==> config.mk <==
export PLATFORM = sky130hd
export DESIGN_NAME = regfile_writeback
export DESIGN_NICKNAME = d
export VERILOG_FILES = /design/src/rtl/regfile_wb_pkg.sv /design/src/rtl/regfile_writeback_fifo.sv /design/src/rtl/regfile_writeback.sv
export SDC_FILE = /design/constraint.sdc
export NUM_CORES = 1
export LEC_CHECK = 0
export BUFFER_PORTS_ARGS = -buffer_cell sky130_fd_sc_hd__buf_2
export CAP_MARGIN = 30
export CORE_ASPECT_RATIO = 1.4
export CORE_MARGIN = 1.5
export CORE_UTILIZATION = 45
export DETAILED_ROUTE_END_ITERATION = 16
export HOLD_SLACK_MARGIN = 0.1
export MAX_ROUTING_LAYER = met4
export PLACE_DENSITY_LB_ADDON = 0.1
export SLEW_MARGIN = 40
export SYNTH_ARGS = -nofsm -noshare
export SYNTH_HDL_FRONTEND = slang
export SYNTH_HIERARCHICAL = 1
export SYNTH_SLANG_ARGS = --single-unit
==> constraint.sdc <==
create_clock -name clk -period 3.36 [get_ports clk]
set_input_delay 0.672 -clock clk [delete_from_list [all_inputs] [get_ports clk]]
set_output_delay 0.672 -clock clk [all_outputs]
set_load 0.005 [all_outputs]
==> src/rtl/regfile_wb_pkg.sv <==
// Shared types for the register-file write-back path: buffered entry layout
// and the init/run state encoding.
package regfile_wb_pkg;

  localparam int WB_DATA_W = 32;
  localparam int WB_ADDR_W = 5;

  typedef struct packed {
    logic [WB_ADDR_W-1:0] addr;
    logic [WB_DATA_W-1:0] data;
  } wb_entry_t;

  typedef enum logic {
    INIT = 1'b0,
    RUN  = 1'b1
  } wb_state_t;

endpackage

==> src/rtl/regfile_writeback_fifo.sv <==
// Circular write-back buffer. Besides the head it presents every slot in age
// order (index 0 = oldest) with a valid bit, for the forwarding search.
module wb_fifo
  import regfile_wb_pkg::*;
#(
  parameter int  DEPTH   = 4,
  parameter type entry_t = wb_entry_t
) (
  input  logic                       clk_i,
  input  logic                       rst_ni,
  input  logic                       push_i,
  input  entry_t                     push_data_i,
  input  logic                       pop_i,
  output entry_t                     head_o,
  output logic [$clog2(DEPTH):0]     count_o,
  output logic                       full_o,
  output logic                       empty_o,
  output entry_t                     entries_o [DEPTH],
  output logic [DEPTH-1:0]           valid_o
);

  localparam int PTR_W = $clog2(DEPTH);
  localparam int CNT_W = PTR_W + 1;

  entry_t             mem_q [DEPTH];
  logic [PTR_W-1:0]   rd_ptr_q, rd_ptr_d;
  logic [PTR_W-1:0]   wr_ptr_q, wr_ptr_d;
  logic [CNT_W-1:0]   count_q, count_d;
  logic               do_push, do_pop;

  // Full/empty come from the occupancy counter so pointer equality is never ambiguous.
  assign full_o  = (count_q == CNT_W'(DEPTH));
  assign empty_o = (count_q == '0);
  assign count_o = count_q;
  assign head_o  = mem_q[rd_ptr_q];

  assign do_push = push_i && !full_o;
  assign do_pop  = pop_i && !empty_o;

  always_comb begin
    rd_ptr_d = rd_ptr_q;
    wr_ptr_d = wr_ptr_q;
    count_d  = count_q;
    if (do_push) wr_ptr_d = wr_ptr_q + PTR_W'(1);
    if (do_pop)  rd_ptr_d = rd_ptr_q + PTR_W'(1);
    case ({do_push, do_pop})
      2'b10:   count_d = count_q + CNT_W'(1);
      2'b01:   count_d = count_q - CNT_W'(1);
      default: count_d = count_q;
    endcase
  end

  always_ff @(posedge clk_i or negedge rst_ni) begin
    if (!rst_ni) begin
      rd_ptr_q <= '0;
      wr_ptr_q <= '0;
      count_q  <= '0;
      for (int i = 0; i < DEPTH; i++) begin
        mem_q[i] <= '0;
      end
    end else begin
      rd_ptr_q <= rd_ptr_d;
      wr_ptr_q <= wr_ptr_d;
      count_q  <= count_d;
      if (do_push) begin
        mem_q[wr_ptr_q] <= push_data_i;
      end
    end
  end

  always_comb begin
    for (int i = 0; i < DEPTH; i++) begin
      entries_o[i] = mem_q[rd_ptr_q + PTR_W'(i)];
      valid_o[i]   = (CNT_W'(i) < count_q);
    end
  end

endmodule

==> src/rtl/regfile_writeback.sv <==
// Sole driver of the register bank write port: clears/seeds every register
// after reset, then drains buffered write-backs one per cycle with forwarding.
module regfile_writeback
  import regfile_wb_pkg::*;
#(
  parameter int DATA_W     = WB_DATA_W,
  parameter int ADDR_W     = WB_ADDR_W,
  parameter int NREGS      = 32,
  parameter int DEPTH      = 4,
  parameter int INIT_MODE  = 0,
  parameter int DISCARD_R0 = 1
) (
  input  logic                     clk,
  input  logic                     rst,
  input  logic                     wb_valid,
  output logic                     wb_ready,
  input  logic [ADDR_W-1:0]        wb_addr,
  input  logic [DATA_W-1:0]        wb_data,
  output logic                     we_RF,
  output logic [ADDR_W-1:0]        A3,
  output logic [DATA_W-1:0]        WD3,
  output logic                     init_done,
  input  logic [ADDR_W-1:0]        chk_addr,
  output logic                     chk_hit,
  output logic [DATA_W-1:0]        chk_data,
  output logic [$clog2(DEPTH):0]   pending
);

  localparam int ICNT_W = (NREGS > 1) ? $clog2(NREGS) : 1;
  localparam int CNT_W  = $clog2(DEPTH) + 1;

  typedef struct packed {
    logic [ADDR_W-1:0] addr;
    logic [DATA_W-1:0] data;
  } entry_t;

  wb_state_t          state_q, state_d;
  logic [ICNT_W-1:0]  init_cnt_q, init_cnt_d;
  logic               we_q, we_d;
  logic [ADDR_W-1:0]  a3_q, a3_d;
  logic [DATA_W-1:0]  wd3_q, wd3_d;

  entry_t             push_entry;
  entry_t             head;
  entry_t             entries [DEPTH];
  logic [DEPTH-1:0]   entry_valid;
  logic [CNT_W-1:0]   fifo_count;
  logic               fifo_full, fifo_empty;
  logic               push, pop;
  logic               drop_r0;

  assign init_done = (state_q == RUN);
  assign wb_ready  = (state_q == RUN) && !fifo_full;
  assign pending   = fifo_count;

  // Register-0 writes still complete the handshake but never enter the buffer.
  assign drop_r0    = (DISCARD_R0 != 0) && (wb_addr == '0);
  assign push       = wb_valid && wb_ready && !drop_r0;
  assign pop        = (state_q == RUN);
  assign push_entry = '{addr: wb_addr, data: wb_data};

  wb_fifo #(
    .DEPTH   (DEPTH),
    .entry_t (entry_t)
  ) u_fifo (
    .clk_i       (clk),
    .rst_ni      (rst),
    .push_i      (push),
    .push_data_i (push_entry),
    .pop_i       (pop),
    .head_o      (head),
    .count_o     (fifo_count),
    .full_o      (fifo_full),
    .empty_o     (fifo_empty),
    .entries_o   (entries),
    .valid_o     (entry_valid)
  );

  always_comb begin
    state_d    = state_q;
    init_cnt_d = init_cnt_q;
    we_d       = 1'b0;
    a3_d       = a3_q;
    wd3_d      = wd3_q;
    case (state_q)
      INIT: begin
        we_d  = 1'b1;
        a3_d  = ADDR_W'(init_cnt_q);
        wd3_d = (INIT_MODE != 0) ? DATA_W'(init_cnt_q) : '0;
        if (init_cnt_q == ICNT_W'(NREGS - 1)) begin
          state_d = RUN;
        end else begin
          init_cnt_d = init_cnt_q + ICNT_W'(1);
        end
      end
      RUN: begin
        if (!fifo_empty) begin
          we_d  = 1'b1;
          a3_d  = head.addr;
          wd3_d = head.data;
        end
      end
    endcase
  end

  always_ff @(posedge clk or negedge rst) begin
    if (!rst) begin
      state_q    <= INIT;
      init_cnt_q <= '0;
      we_q       <= 1'b0;
      a3_q       <= '0;
      wd3_q      <= '0;
    end else begin
      state_q    <= state_d;
      init_cnt_q <= init_cnt_d;
      we_q       <= we_d;
      a3_q       <= a3_d;
      wd3_q      <= wd3_d;
    end
  end

  assign we_RF = we_q;
  assign A3    = a3_q;
  assign WD3   = wd3_q;

  // Search oldest to youngest (output register, then buffer head..tail) so the last match wins.
  always_comb begin
    chk_hit  = 1'b0;
    chk_data = '0;
    if (state_q == RUN) begin
      if (we_q && (a3_q == chk_addr)) begin
        chk_hit  = 1'b1;
        chk_data = wd3_q;
      end
      for (int i = 0; i < DEPTH; i++) begin
        if (entry_valid[i] && (entries[i].addr == chk_addr)) begin
          chk_hit  = 1'b1;
          chk_data = entries[i].data;
        end
      end
    end
    if ((DISCARD_R0 != 0) && (chk_addr == '0)) begin
      chk_hit  = 1'b0;
      chk_data = '0;
    end
  end

endmodule
Yosys cells after proc, flatten, opt, wreduce, memory -nomap -nowiden. Index checks and enable logic that the tools add are counted.

Register bits after elaboration: 199. Latch bits: 0. Bits in writable memories: 0. ROM bits: 0. Logic and storage cells: 107. Memories: 0.

$add $sub $neg: 7. $mul: 0. Divide/modulo/power cells: 0. $lt $le $gt $ge: 10. Eq/ne operators: 10. Shift operators: 0. Multiplexer cells: 38. Bitwise gates (word level): 7. Reductions and logical operators: 19.

Operators by type and width (count): $mux 37 (9); $bmux 37 s2 (4); $mux 32 (8); $bwmux 148 (1); $demux 37 s2 (1); $pmux 32 s2 (1); $eq 5x5->1 (5); $ge 3x3->1 const B (5); $not 2->3 (5); $logic_and 1x1->1 (11); $logic_not 5->1 (2); $mux 1 (10); $pmux 5 s2 (1); $lt 1x3->1 const A (2); $lt 2x3->1 const A (2); $pmux 3 s2 (1); $add 5x1->5 const B (1); $eq 5x5->1 const B (1); $mux 5 (1); $add 2x1->2 const B (2); $add 2x2->2 const B (2); $add 3x1->3 const B (1); $eq 3x3->1 const B (1); $logic_not 1->1 (3); 10 further kinds (11).

Logic depth before layout (Yosys ltp). Gate-level depths: netlist of run 1.

Depth after elaboration: 12. Mapped depth: 13.

Cells and area by module. Netlist of run 1, hierarchy kept.

Modules (own cells, without submodules): wb_fifo (times used 1, cells each 575, area an instance 9848.2 sq um, seq. area each 3878.7 sq um); regfile_writeback (times used 1, cells each 422, area an instance 3867.5 sq um, seq. area each 1101.1 sq um).

Worst setup path before layout of run 1. No wires, ideal clock.

Kind: reg-to-output. From: reg u_fifo.rd_ptr_q[1]. To: out chk_data[10]. Arrival: 3.011 ns. Data required time: 2.688 ns. Path slack: -0.323 ns. Cell stages (with the launch flop): 13. Path buffers: 5. Cells stage by stage: dfrtp_1 > clkbuf_2 > buf_4 > buf_2 > mux4_2 > xor2_2 > nor4_4 > and2_1 > buf_2 > buf_4 > mux2i_1 > o211ai_2 > a32o_1.

RTL lines: from (decl) (line regfile_writeback_fifo.sv:26) `logic [PTR_W-1:0] rd_ptr_q, rd_ptr_d;`; from (signal assigned) (line regfile_writeback_fifo.sv:62) `rd_ptr_q <= rd_ptr_d;`; to (decl) (line regfile_writeback.sv:25) `output logic [DATA_W-1:0] chk_data,`.

==> impl_metrics.toml, run 1 <==
[outcome]
outcome = "finished with violations"
failed_checks = "negative setup slack"

[clocking]
cts-root-buf = "clkbuf_16"
htreeDepth = 4
cts.path.max_buffers = 2
clk_pin_slew_ns = 0.07
tritoncts = "built"
clk-insertion-delay-late_ns = 0.46
hold_buffers = 0
clock_sinks = 199
number_of_buffers_created_by_cts = 17

[cells_and_area]
flow.area_growth_from_synthesis_pct = 14.3
filler_cell_count = 2633
leading_cell_type_in_the_layout_fill_and_taps_excluded = "dfrtp_1"
layout.cell_area.non_filler_sq_mm = 0.0157
share_of_layout_cells_above_drive_strength_1_pct = 54.8
final_cell_mix = "dfrtp_1 (196), mux4_2 (148), mux2_2 (135), buf_2 (119), nor2_1 (71)"
num-nets-final = 1150
finish.utilization_pct = 52.2

[synth]
synth_async_sr_flop_share_pct = 100
ys.warnings.count = 6
post-synth-top-area-cell = "dfrtp_1"
synth.net_count = 1053
synth_area_sq_mm = 0.0137
netlist_instances = 997
synth-edff-count = 0
synth.distinct_cells = 47
postSynthRegisterBits = 199
yosysSeqAreaShare_pct = 36.3
postSynth.topFlopCell = "dfrtp_1"
syn-mean-instance-area_sq_um = 13.8
synthDominantCellAreaShare_pct = 36.3
netlist_top_cells_area = "dfrtp_1 (36%), mux4_2 (24%), mux2_2 (11%), mux2i_1 (5.0%), o211ai_2 (2.7%)"

[drt]
detailroute.via_count = 9067
dr.first_iter.drc_count = 432
post_drt_wl_per_cell_microns = 23.9
drc_violation_count_after_routing = 0
ant_nets = 0
routed_wirelength_mm = 35.6
via_per_inst = 6.07
detailedRoute.firstPassIterationCount = 4

[critical_path]
worst-endpoint-arrival_ns = 3.25
startpoint_types = "register"
worst-r2r-setup-slack_ns = 0.53
r2r_cells = 10
critPathMaxFanout = 12
worst-setup-path-type = "reg2out"
timing.rr.end = "u_fifo/mem_q[20]$_DFFE_PN0P_"
worst_ep_required_time_ns = 2.69
end_kind = "output port"
reg2reg_from = "u_fifo/count_o[0]$_DFFE_PN0P_"

[floorplanning]
floorplan.die.height_microns = 210
design.core.area_sq_mm = 0.0300
num_io_pins = 121
horiz_die_dim_microns = 151
die-area_sq_mm = 0.0316
initial_core_util_pct = 45.7
num_rows = 75

[grt]
first_global_vias = 9234
grt_overflow = 0
grt_pass1_wl_mm = 54.3
grt_antenna_before_repair = 2
pin_count_of_the_biggest_net_entering_global_routing = 82
grt.total_usage_pct = 23.8

[pwr]
power-per-cell-area_mw_per_mm2 = 1090
power_leakage_nw = 6.53
max-vdd-ir-drop_uv = 587

[sta]
period_share_pct = 117
setup_total_negative_slack_ns = -16.18
maxSlewViolCount = 0
hold-worst-slack_ns = 0.280
finalHoldViolations = 0
slew_headroom_pct = 48.4
unrepaired_setup_endpoints_after_global_routing = "yes"
finalWorstSetupSlack_ns = -0.562
max_slew.worst_pin.slew_ns = 0.773
maximum_frequency_from_static_timing_analysis_ghz = 0.255
setup_viol_count_final = 33
layout_min_cycle_time_ns = 3.92
timing.clock.skew_ns = 0.0135

[flow_run]
max-cap-violations = 0

[placed_design]
hpwl_mm = 22.6
dpl_cell_area_sq_mm = 0.0147
io_buffer_count = 120
gp_congestion = 0.816

[hold_path]
hold_class = "in2async"
critical path: stages, from the launching register on:
cell and delay, ns:
dfrtp_4 0.49, mux4_2 0.54, xor2_1 0.18, nor4_4 0.37, and2_4 0.27, buf_12 0.19, mux2i_1 0.22, o211ai_1 0.12
a32o_2 0.28, buf_2 0.13
metrics by stage:
step | setup slack [ns] | total power, mW | std cells
2_1_floorplan | -0.0202 | 12.8 | 997
3_3_place_gp | -0.150 | 14.4 | 1442
3_5_place_dp | -0.218 | 14.6 | 1442
4_1_cts | -0.591 | 16.9 | 1480
5_1_grt | -0.726 | 18.3 | 1494
6_report | -0.562 | 17.1 | 1494
state kept, by name (all words and copies together), names as in the netlist:
signal / flops
A3: 5
WD3: 32
init_cnt_q: 5
init_done: 1
u_fifo/count_o: 3
u_fifo/mem_q: 148
u_fifo/rd_ptr_q: 2
u_fifo/wr_ptr_q: 2
we_RF: 1
how the worst max path moves through the flow:
| stage | depth (start not counted) | slack, ns | from | endpoint |
|---|---|---|---|---|
| floorplan | 12 | -0.02 | u_fifo/rd_ptr_q[1]$_DFFE_PN0P_ | chk_data[0] |
| global placement | 10 | -0.15 | u_fifo/rd_ptr_q[1]$_DFFE_PN0P_ | chk_data[31] |
| detailed placement | 10 | -0.22 | u_fifo/rd_ptr_q[1]$_DFFE_PN0P_ | chk_data[31] |
| CTS | 9 | -0.59 | u_fifo/rd_ptr_q[1]$_DFFE_PN0P_ | chk_data[31] |
| global route | 9 | -0.73 | u_fifo/rd_ptr_q[1]$_DFFE_PN0P_ | chk_data[31] |
| finish | 9 | -0.56 | u_fifo/rd_ptr_q[1]$_DFFE_PN0P_ | chk_data[31] |
what timing repair did:
action / 4_1_cts / 5_1_grt
pin swaps: 2 / 7
setup buffers: 6 / 7
resized for setup: 18 / 28
endpoints found under the hold margin: 0 / 0
setup endpoints to repair: 33 / 33
cloned: 0 / 5
cell families (layout without fill, tap and decap cells):
| kind of cell | count (synthesis) | after routing | share of synthesized area (%) |
|---|---|---|---|
| AO/OA/AOI/OAI | 82 | 82 | 6.18 |
| XOR/XNOR | 34 | 34 | 2.23 |
| adder cells (fa/ha/maj) | 11 | 11 | 1.00 |
| buffers and inverters | 134 | 244 | 6.41 |
| flip-flops | 199 | 199 | 36.3 |
| multiplexers | 367 | 367 | 41.9 |
| other | 0 | 2 | 0 |
| AND/OR/NAND/NOR | 170 | 170 | 5.95 |
metal layers:
metal,global-route usage (%),wire (microns)
met1,29.7,14700
met2,40.4,19000
met3,3.37,1450
met4,6.32,522
met5,-,0
where the power goes:
group / switching, mW / internal, mW / leakage [nW]
sequential: 1.31 / 3.62 / 2.38
combinational: 4.14 / 5.97 / 3.87
clock: 1.01 / 1.06 / 0.282
cell usage after synthesis, drive strengths merged (2+ instances only):
| cell type | n |
|---|---|
| a21bo | 2 |
| a21oi | 7 |
| a32o | 31 |
| and2 | 4 |
| and3 | 3 |
| buf | 101 |
| clkbuf | 26 |
| dfrtp | 199 |
| ha | 11 |
| inv | 7 |
| mux2 | 150 |
| mux2i | 69 |
| mux4 | 148 |
| nand2 | 43 |
| nand3 | 4 |
| nand4 | 2 |
| nor2 | 72 |
| nor2b | 33 |
| nor4 | 4 |
| o211ai | 31 |
| o21ai | 3 |
| xnor2 | 15 |
| xor2 | 19 |
area by class of cell:
cell class              instances  area (sq um)  share of cell area [%]
clock inverters                14           139                   0.886
flip-flops and latches        199          4990                    31.8
clock buffers                  18           439                    2.80
inverters                       7          26.3                   0.168
well taps                     385           482                    3.07
multi-input cells             664          8020                    51.1
repair buffers                205          1580                    10.1
diodes                          2          5.00                  0.0319
No activity file was read; power rests on OpenSTA's default activity.
==> run 2, diff against run 1 <==
==> constraint.sdc (replaced) <==
create_clock -name clk -period 3.36 [get_ports clk]
set_input_delay 0.336 -clock clk [delete_from_list [all_inputs] [get_ports clk]]
set_output_delay 0.336 -clock clk [all_outputs]
set_load 0.005 [all_outputs]
==> run 2 against run 1 <==
Critical endpoint is now chk_data[3]. Sequential power increased by 1%. Hold slack got worse by 0.15 ns. The run still ends with negative setup slack left. Critical path depth increased by 3. Die area unchanged. Via count decreased by 0.52%. Non-clock buffer count decreased by 21. Setup slack improved by 0.18 ns. First-iteration DRC count decreased by 13%.
==> impl_metrics.toml, run 2 (synthesized netlist as in run 1, its figures left out) <==
[pwr]
power_leakage_nw = 6.42
max-vdd-ir-drop_uv = 446
p_sw_share_pct = 37.9
cellInternalPower_mw = 10.5
p_clk_share_pct = 12.2
power.share.sequential_pct = 29.5
total_power_mw = 16.9
total_switching_power_mw = 6.42
pwr-share-comb_pct = 58.3
power-per-cell-area_mw_per_mm2 = 1090

[sta]
slew_headroom_pct = 53.8
maximum_frequency_from_static_timing_analysis_ghz = 0.267
unrepaired_setup_endpoints_after_global_routing = "yes"
timing.clock.skew_ns = 0.00754
finalWorstSetupSlack_ns = -0.382
max_slew.worst_pin.slew_ns = 0.692
maxSlewViolCount = 0
finalHoldViolations = 0
setup_viol_count_final = 33
period_share_pct = 111
setup_total_negative_slack_ns = -10.86
hold-worst-slack_ns = 0.127
layout_min_cycle_time_ns = 3.74

[outcome]
outcome = "finished with violations"
failed_checks = "negative setup slack"

[critical_path]
timing.rr.end = "u_fifo/mem_q[70]$_DFFE_PN0P_"
r2r_cells = 10
crit_start = "u_fifo/rd_ptr_q[1]$_DFFE_PN0P_"
worst_ep_required_time_ns = 3.02
startpoint_types = "register"
worst-r2r-setup-slack_ns = 0.54
worst-setup-path-type = "reg2out"
critPathMaxFanout = 5
worst-endpoint-arrival_ns = 3.41
reg2reg_from = "u_fifo/count_o[1]$_DFFE_PN0P_"
end_kind = "output port"

[clocking]
clk_pin_slew_ns = 0.08
clk-insertion-delay-late_ns = 0.46
cts.path.max_buffers = 2
tritoncts = "built"
number_of_buffers_created_by_cts = 17
htreeDepth = 4
clock_sinks = 199
cts-root-buf = "clkbuf_16"

[drt]
post_drt_wl_per_cell_microns = 23.7
ant_nets = 0
routed_wirelength_mm = 34.9
detailedRoute.firstPassIterationCount = 5
detailroute.via_count = 9020
via_per_inst = 6.13
drc_violation_count_after_routing = 0
dr.first_iter.drc_count = 378

[hold_path]
worstHoldEndpoint = "u_fifo/mem_q[20]$_DFFE_PN0P_"
hold_depth = 2
hold_class = "in2reg"
worstHoldStart = "wb_data[20]"

[floorplanning]
num_io_pins = 121
design.core.area_sq_mm = 0.0300
floorplan.die.height_microns = 210
horiz_die_dim_microns = 151
initial_core_util_pct = 45.7
die-area_sq_mm = 0.0316
num_rows = 75

[placed_design]
placed_cells_incl_taps = 1411
gp_congestion = 0.756
io_buffer_count = 120
hpwl_mm = 21.3
detailedPlace.worstSlack_ns = 0.0703
dpl_cell_area_sq_mm = 0.0144

[cells_and_area]
layout.cell_area.non_filler_sq_mm = 0.0155
finalNonFillerCells = 1472
flow.area_growth_from_synthesis_pct = 13.0
leading_cell_type_in_the_layout_fill_and_taps_excluded = "dfrtp_1"
regMostFlops = "u_fifo/mem_q"
num-nets-final = 1129
largest_register_ffs = 148
final_cell_mix = "dfrtp_1 (196), mux4_2 (148), mux2_2 (135), buf_2 (118), nor2_1 (72)"
share_of_layout_cells_above_drive_strength_1_pct = 54.6
finish.utilization_pct = 51.6
filler_cell_count = 2660

[grt]
grt_overflow = 0
pin_count_of_the_biggest_net_entering_global_routing = 91
grt.total_usage_pct = 24.1
grt_pass1_wl_mm = 54.4
first_global_vias = 9130
grt_antenna_before_repair = 1

[flow_run]
max-cap-violations = 0
==> run 2: layer usage <==
layer | routed length, microns | up-vias | track usage, %
li1 | - | 3937 | -
met1 | 14500 | 4867 | 30.2
met2 | 18600 | 181 | 39.9
met3 | 1230 | 35 | 3.48
met4 | 590 | 0 | 8.05
met5 | 0 | - | -
==> run 2: critical path: stages, from the launching register on <==
cell and delay, ns:
dfrtp_4 0.46, buf_6 0.14, mux4_2 0.54, xor2_2 0.18, nor4_4 0.32, buf_4 0.17, and2_4 0.17, buf_6 0.14
buf_12 0.15, mux2i_1 0.21, o211ai_2 0.09, a32o_2 0.25, buf_2 0.13
==> run 2: layout make-up <==
cell class | count | area [sq um] | share of cell area [%]
timing repair buffer | 184 | 1390 | 8.98
tap | 385 | 482 | 3.11
clock inverter | 15 | 148 | 0.953
sequential | 199 | 4990 | 32.2
clock buffer | 17 | 425 | 2.75
inverter | 7 | 26.3 | 0.170
antenna | 1 | 2.50 | 0.0161
multi-input combinational | 664 | 8030 | 51.8
==> run 2: how the worst max path moves through the flow <==
stage / end / slack (ns) / cells after the start
2_1_floorplan: chk_data[10] / 0.01 / 12
3_3_place_gp: chk_data[31] / 0.14 / 10
3_5_place_dp: chk_data[31] / 0.07 / 10
4_1_cts: chk_data[6] / -0.37 / 12
5_1_grt: chk_data[13] / -0.48 / 12
6_report: chk_data[3] / -0.38 / 12
==> run 2: power by group through the flow <==
stage          clock [mW]  combinational [mW]  sequential, mW
2_1_floorplan           0                8.16            4.53
3_3_place_gp            0                9.18            4.97
3_5_place_dp            0                9.26            5.02
4_1_cts              2.13                9.76            4.97
5_1_grt              2.22                10.6            5.21
6_report             2.07                9.88            4.99
==> run 2: repair_timing <==
action,4_1_cts,5_1_grt
endpoints found under the hold margin,60,0
pin swaps,9,2
cloned,5,0
setup buffers,18,7
gates resized for setup,37,18
hold buffers,1,0
endpoints found under the setup margin,33,33
